===== config.mk =====
export PLATFORM = sky130hd
export DESIGN_NAME = mem_stream_reader
export DESIGN_NICKNAME = d
export VERILOG_FILES = /design/src/rtl/mem_stream_reader.sv
export SDC_FILE = /design/constraint.sdc
export NUM_CORES = 1
export LEC_CHECK = 0
export ABC_AREA = 1
export CAP_MARGIN = 30
export CORE_UTILIZATION = 47
export CTS_BUF_LIST = sky130_fd_sc_hd__clkbuf_8
export DETAILED_ROUTE_END_ITERATION = 10
export PLACE_DENSITY = 0.75
export RECOVER_POWER = 25
export SYNTH_ARGS = -nofsm -noshare
export SYNTH_HDL_FRONTEND = slang
export SYNTH_SLANG_ARGS = --single-unit

===== constraint.sdc =====
create_clock -name clk -period 2.3 [get_ports clk]
set_clock_uncertainty 0.2 [all_clocks]
set_input_delay 0.46 -clock clk [delete_from_list [all_inputs] [get_ports clk]]
set_output_delay 0.46 -clock clk [all_outputs]
set_load 0.05 [all_outputs]

===== src/rtl/mem_stream_reader.sv =====
// Walks a range of data memory through a borrowed read port and streams each
// word with its address on a valid/ready output; supports repeat and abort.
module mem_stream_reader #(
  parameter int ADDR_WIDTH  = 32,
  parameter int DATA_WIDTH  = 32,
  parameter int COUNT_WIDTH = 8,
  parameter int MEM_LATENCY = 1,
  parameter int ADDR_STEP   = 4
) (
  input  logic                   clk,
  input  logic                   rst,
  input  logic                   start,
  input  logic                   abort,
  input  logic                   continuous,
  input  logic [ADDR_WIDTH-1:0]  base_addr,
  input  logic [COUNT_WIDTH-1:0] word_count,
  output logic                   bus_req,
  input  logic                   bus_gnt,
  output logic                   mem_rd_en,
  output logic [ADDR_WIDTH-1:0]  mem_addr,
  input  logic [DATA_WIDTH-1:0]  mem_data_in,
  output logic                   out_valid,
  input  logic                   out_ready,
  output logic [DATA_WIDTH-1:0]  out_data,
  output logic [ADDR_WIDTH-1:0]  out_addr,
  output logic                   busy,
  output logic                   done
);

  localparam int LAT_W = (MEM_LATENCY > 1) ? $clog2(MEM_LATENCY) : 1;
  localparam logic [LAT_W-1:0] LAT_LAST = LAT_W'(MEM_LATENCY - 1);

  localparam logic [2:0] S_IDLE    = 3'd0;
  localparam logic [2:0] S_REQ     = 3'd1;
  localparam logic [2:0] S_READ    = 3'd2;
  localparam logic [2:0] S_WAIT    = 3'd3;
  localparam logic [2:0] S_PRESENT = 3'd4;
  localparam logic [2:0] S_DONE    = 3'd5;

  logic [2:0]             state_q, state_d;
  logic [ADDR_WIDTH-1:0]  cur_addr_q, cur_addr_d;
  logic [ADDR_WIDTH-1:0]  base_q, base_d;
  logic [COUNT_WIDTH-1:0] remaining_q, remaining_d;
  logic [COUNT_WIDTH-1:0] count_q, count_d;
  logic                   cont_q, cont_d;
  logic [LAT_W-1:0]       wait_q, wait_d;
  logic [DATA_WIDTH-1:0]  out_data_q, out_data_d;
  logic [ADDR_WIDTH-1:0]  out_addr_q, out_addr_d;
  logic [ADDR_WIDTH-1:0]  mem_addr_q, mem_addr_d;
  logic                   bus_req_q, bus_req_d;
  logic                   rd_en_q, rd_en_d;
  logic                   valid_q, valid_d;
  logic                   busy_q, busy_d;
  logic                   done_q, done_d;

  // Next-state, datapath and output decode; outputs are registered from state_d.
  always_comb begin
    state_d     = state_q;
    cur_addr_d  = cur_addr_q;
    base_d      = base_q;
    remaining_d = remaining_q;
    count_d     = count_q;
    cont_d      = cont_q;
    wait_d      = wait_q;
    out_data_d  = out_data_q;
    out_addr_d  = out_addr_q;
    mem_addr_d  = mem_addr_q;

    case (state_q)
      S_IDLE: begin
        if (start) begin
          base_d      = base_addr;
          count_d     = word_count;
          cont_d      = continuous;
          cur_addr_d  = base_addr;
          remaining_d = word_count;
          state_d     = (word_count == '0) ? S_DONE : S_REQ;
        end else begin
          state_d = S_IDLE;
        end
      end
      S_REQ: begin
        if (bus_gnt) begin
          state_d = S_READ;
        end else begin
          state_d = S_REQ;
        end
      end
      S_READ: begin
        wait_d  = '0;
        state_d = S_WAIT;
      end
      S_WAIT: begin
        if (wait_q == LAT_LAST) begin
          out_data_d = mem_data_in;
          out_addr_d = cur_addr_q;
          state_d    = S_PRESENT;
        end else begin
          wait_d = wait_q + LAT_W'(1);
        end
      end
      S_PRESENT: begin
        if (out_ready) begin
          cur_addr_d  = cur_addr_q + ADDR_WIDTH'(ADDR_STEP);
          remaining_d = remaining_q - COUNT_WIDTH'(1);
          state_d     = (remaining_q == COUNT_WIDTH'(1)) ? S_DONE : S_REQ;
        end else begin
          state_d = S_PRESENT;
        end
      end
      S_DONE: begin
        if (cont_q) begin
          cur_addr_d  = base_q;
          remaining_d = count_q;
          state_d     = (count_q == '0) ? S_IDLE : S_REQ;
        end else begin
          state_d = S_IDLE;
        end
      end
      default: begin
        state_d = S_IDLE;
      end
    endcase

    // Abort overrides the transition but keeps any transfer accepted this cycle.
    if (abort && (state_q != S_IDLE)) begin
      state_d = S_IDLE;
    end else begin
      state_d = state_d;
    end

    if (state_d == S_READ) begin
      mem_addr_d = cur_addr_q;
    end else begin
      mem_addr_d = mem_addr_d;
    end

    bus_req_d = (state_d == S_REQ) || (state_d == S_READ) || (state_d == S_WAIT);
    rd_en_d   = (state_d == S_READ);
    valid_d   = (state_d == S_PRESENT);
    busy_d    = (state_d != S_IDLE);
    done_d    = (state_d == S_DONE);
  end

  // State and output registers with synchronous reset.
  always_ff @(posedge clk) begin
    if (rst) begin
      state_q     <= S_IDLE;
      cur_addr_q  <= '0;
      base_q      <= '0;
      remaining_q <= '0;
      count_q     <= '0;
      cont_q      <= 1'b0;
      wait_q      <= '0;
      out_data_q  <= '0;
      out_addr_q  <= '0;
      mem_addr_q  <= '0;
      bus_req_q   <= 1'b0;
      rd_en_q     <= 1'b0;
      valid_q     <= 1'b0;
      busy_q      <= 1'b0;
      done_q      <= 1'b0;
    end else begin
      state_q     <= state_d;
      cur_addr_q  <= cur_addr_d;
      base_q      <= base_d;
      remaining_q <= remaining_d;
      count_q     <= count_d;
      cont_q      <= cont_d;
      wait_q      <= wait_d;
      out_data_q  <= out_data_d;
      out_addr_q  <= out_addr_d;
      mem_addr_q  <= mem_addr_d;
      bus_req_q   <= bus_req_d;
      rd_en_q     <= rd_en_d;
      valid_q     <= valid_d;
      busy_q      <= busy_d;
      done_q      <= done_d;
    end
  end

  assign bus_req   = bus_req_q;
  assign mem_rd_en = rd_en_q;
  assign mem_addr  = mem_addr_q;
  assign out_valid = valid_q;
  assign out_data  = out_data_q;
  assign out_addr  = out_addr_q;
  assign busy      = busy_q;
  assign done      = done_q;

endmodule

==> results_dict.tcl <==
set metrics [dict create \
    outcome "finished clean" \
    ys.flop_type "dfxtp_1" \
    final_cells 1645 \
    rr_worst_depth 8 \
    ctsHtreeMaxLevel 4 \
    ir_worst_vdd_v 0.000424 \
    fin_area_um2 10900 \
    num_vias 8439 \
    die_w_um 135 \
    cts_num_sinks 185 \
    cts_tree "built" \
    syn_area_per_cell_um2 6.60 \
    fin_nets 1496 \
    clk_latency_ns 0.46 \
    core_area_um2 17300 \
    drt_iter0_drc 681 \
    seq_area_frac_synth_pct 44.6 \
    antennaDiodeCount 0 \
    cp_cell_sequence "clkdlybuf4s50_1" \
    crit_required_ns 1.64 \
    synth_cell_types 27 \
    cts_made_buffers 17 \
    min_from "base_q[29]$_SDFFE_PP0P_" \
    die_area_um2 18200 \
    fin_crit_ns 2.26 \
    yosys_warnings 0 \
    initial_utilization_pct 48.0 \
    detail_route.wl_per_cell_um 14.4 \
    ys_ff_latch 185 \
    grt.overflow.total 0 \
    hold_class "reg -> reg" \
    relSlewSlack_pct 43.4 \
    postSynth.asyncResetShare_pct 0 \
    dr.pass1.iters 7 \
    worst_pin_slew_ns 0.849 \
    grt_pass1_wl_mm 38.7 \
    holdPathStages 2 \
    antenna_found_initial 0 \
    path_buf_inv 1 \
    p_total_mw 7.50 \
    hpwl_mm 16.7 \
    worstSetupPathType "reg -> out" \
    reg2reg_slack_ns 0.19 \
    p_per_area_nw_per_um2 689 \
    placed_area_um2 10400 \
    r2r-start "cur_addr_q[2]$_SDFFE_PP0P_" \
    post_cts.repair.setup_buffers 0 \
    grt_pass1_vias 7799 \
    grt_usage_pct 26.8 \
    setup_viol_count_final 0 \
    synthCells 1258 \
    drive_gt1_share_pct 4.15 \
    dp_cells 1620 \
    cp_slowest_cell "clkdlybuf4s50_1" \
    finalSetupTns_ns 0 \
    cp_max_fo 2 \
    grt_max_degree 96 \
    fin_util_pct 62.9 \
    ant_nets 0 \
    maxSlewViolCount 0 \
    critPathLaunchType "flop" \
    finalCritPeriodShare_pct 98.2 \
    cp_top_family "buffers and inverters" \
    rows 48 \
    die_y_um 135 \
    syn-num-nets 1340 \
    drc_errors 0 \
    cp.arrival_ns 1.60 \
    root_buffer "clkbuf_8" \
    drt_wl_total_mm 23.7 \
    cap_viol_max_count 0 \
    clk_path_buf_depth 2 \
    fmax_ghz 0.443 \
    io_pins 180 \
    cts.clk_slew.worst_paths_ns 0.08 \
    io_buffers 179 \
    finalHoldViolations 0 \
    leakagePower_nw 5.97 \
    syn_to_final_growth_pct 31.0 \
    end_kind "primary output" \
    r2r_end "cur_addr_q[27]$_SDFFE_PP0P_" \
    synth_edf_count 0 \
    slowest_delay_ns 0.80 \
    gp_congestion 0.947 \
    netlist_area_um2 8300 \
    viasPerCell 5.13 \
    min_to "base_q[29]$_SDFFE_PP0P_" \
]
power breakdown:
group	internal [mW]	switching [mW]
Sequential	3.49	0.240
Clock	0.940	1.07
Combinational	0.629	1.13
Total	5.06	2.44
registers in the layout, summed over array words and instances (netlist names), 3 cells and up:
signal       cells
mem_addr        32
cur_addr_q      32
out_addr        32
out_data        32
remaining_q      8
count_q          8
base_q          32
state_q          3
cells in the mapped netlist, types with 2 or more instances:
cell type | number | area, µm²
nand2_1 | 267 | 1000
nor2_1 | 226 | 848
dfxtp_1 | 185 | 3700
o21ai_0 | 167 | 836
inv_1 | 126 | 473
a21oi_1 | 115 | 576
nand3_1 | 68 | 340
clkbuf_1 | 47 | 176
buf_2 | 17 | 85.1
inv_2 | 5 | 18.8
nor3_1 | 5 | 25.0
nand4_1 | 4 | 25.0
ha_1 | 3 | 37.5
o21ai_1 | 3 | 15.0
o22ai_1 | 3 | 18.8
clkinv_1 | 2 | 7.51
nand3_2 | 2 | 20.0
nor2_2 | 2 | 12.5
o211ai_1 | 2 | 15.0
or2_2 | 2 | 12.5
logic make-up (layout without fill, tap and decap cells):
| group | after synthesis | after routing | share of synthesized area [%] |
|---|---|---|---|
| compound gates | 292 | 292 | 17.8 |
| fa+ha+maj | 3 | 3 | 0.452 |
| flops | 185 | 185 | 44.6 |
| simple gates | 579 | 579 | 27.8 |
| xor+xnor | 1 | 1 | 0.106 |
| buf+inv | 198 | 360 | 9.25 |
cell usage in the layout, fill, tap and decap left out, types with 3 or more instances in the layout:
cell type	n
nand2_1	267
nor2_1	226
dfxtp_1	185
o21ai_0	167
inv_1	128
a21oi_1	115
clkdlybuf4s50_1	91
dlymetal6s2s_1	73
nand3_1	68
clkbuf_8	18
buf_4	15
dlygate4sd2_1	14
buf_12	8
nor3_1	5
inv_2	4
nand4_1	4
o21ai_1	3
o22ai_1	3
ha_1	3
per-layer routing:
| layer | vias up | routed length (µm) | global-route usage (%) |
|---|---|---|---|
| li1 | 4300 | - | - |
| met1 | 3797 | 10600 | 35.7 |
| met2 | 307 | 10600 | 41.6 |
| met3 | 35 | 2030 | 7.88 |
| met4 | 0 | 469 | 8.80 |
| met5 | - | 0 | 0 |
how the worst max path moves through the flow:
stage	from	end	slack, ns	depth (start not counted)
after floorplan	state_q[1]$_SDFF_PP0_	cur_addr_q[10]$_SDFFE_PP0P_	0.57	10
after global placement	start	cur_addr_q[21]$_SDFFE_PP0P_	0.13	8
after detailed placement	start	cur_addr_q[13]$_SDFFE_PP0P_	0.09	8
after CTS	mem_addr[24]$_SDFFE_PP0P_	mem_addr[24]	0.0004	1
after global routing	busy$_SDFF_PP0_	busy	-0.0001	1
final	out_addr[13]$_SDFFE_PP0N_	out_addr[13]	0.04	1
cell type report:
cell class	instances	area, µm²
clock inverters	7	85.1
multi-input cells	875	3840
clock buffers	18	248
flip-flops and latches	185	3700
inverters	133	502
well taps	225	282
repair buffers	202	2220
fillers	1602	6420
metrics by stage:
stage | setup WS [ns] | hold slack [ns]
CTS | 0.000430 | 0.250
finish | 0.0417 | 0.248
detailed placement | 0.0861 | 0.238
global route | -0.000112 | 0.262
floorplan | 0.575 | 0.225
global placement | 0.127 | 0.231
timing repair:
action                                 in CTS  in global routing
setup endpoints to repair                  14                 73
gates resized for setup                    14                 73
endpoints found under the hold margin       0                  0
hold buffers                                0                  0
cloned                                      0                  0
No activity file was read; power rests on OpenSTA's default activity.
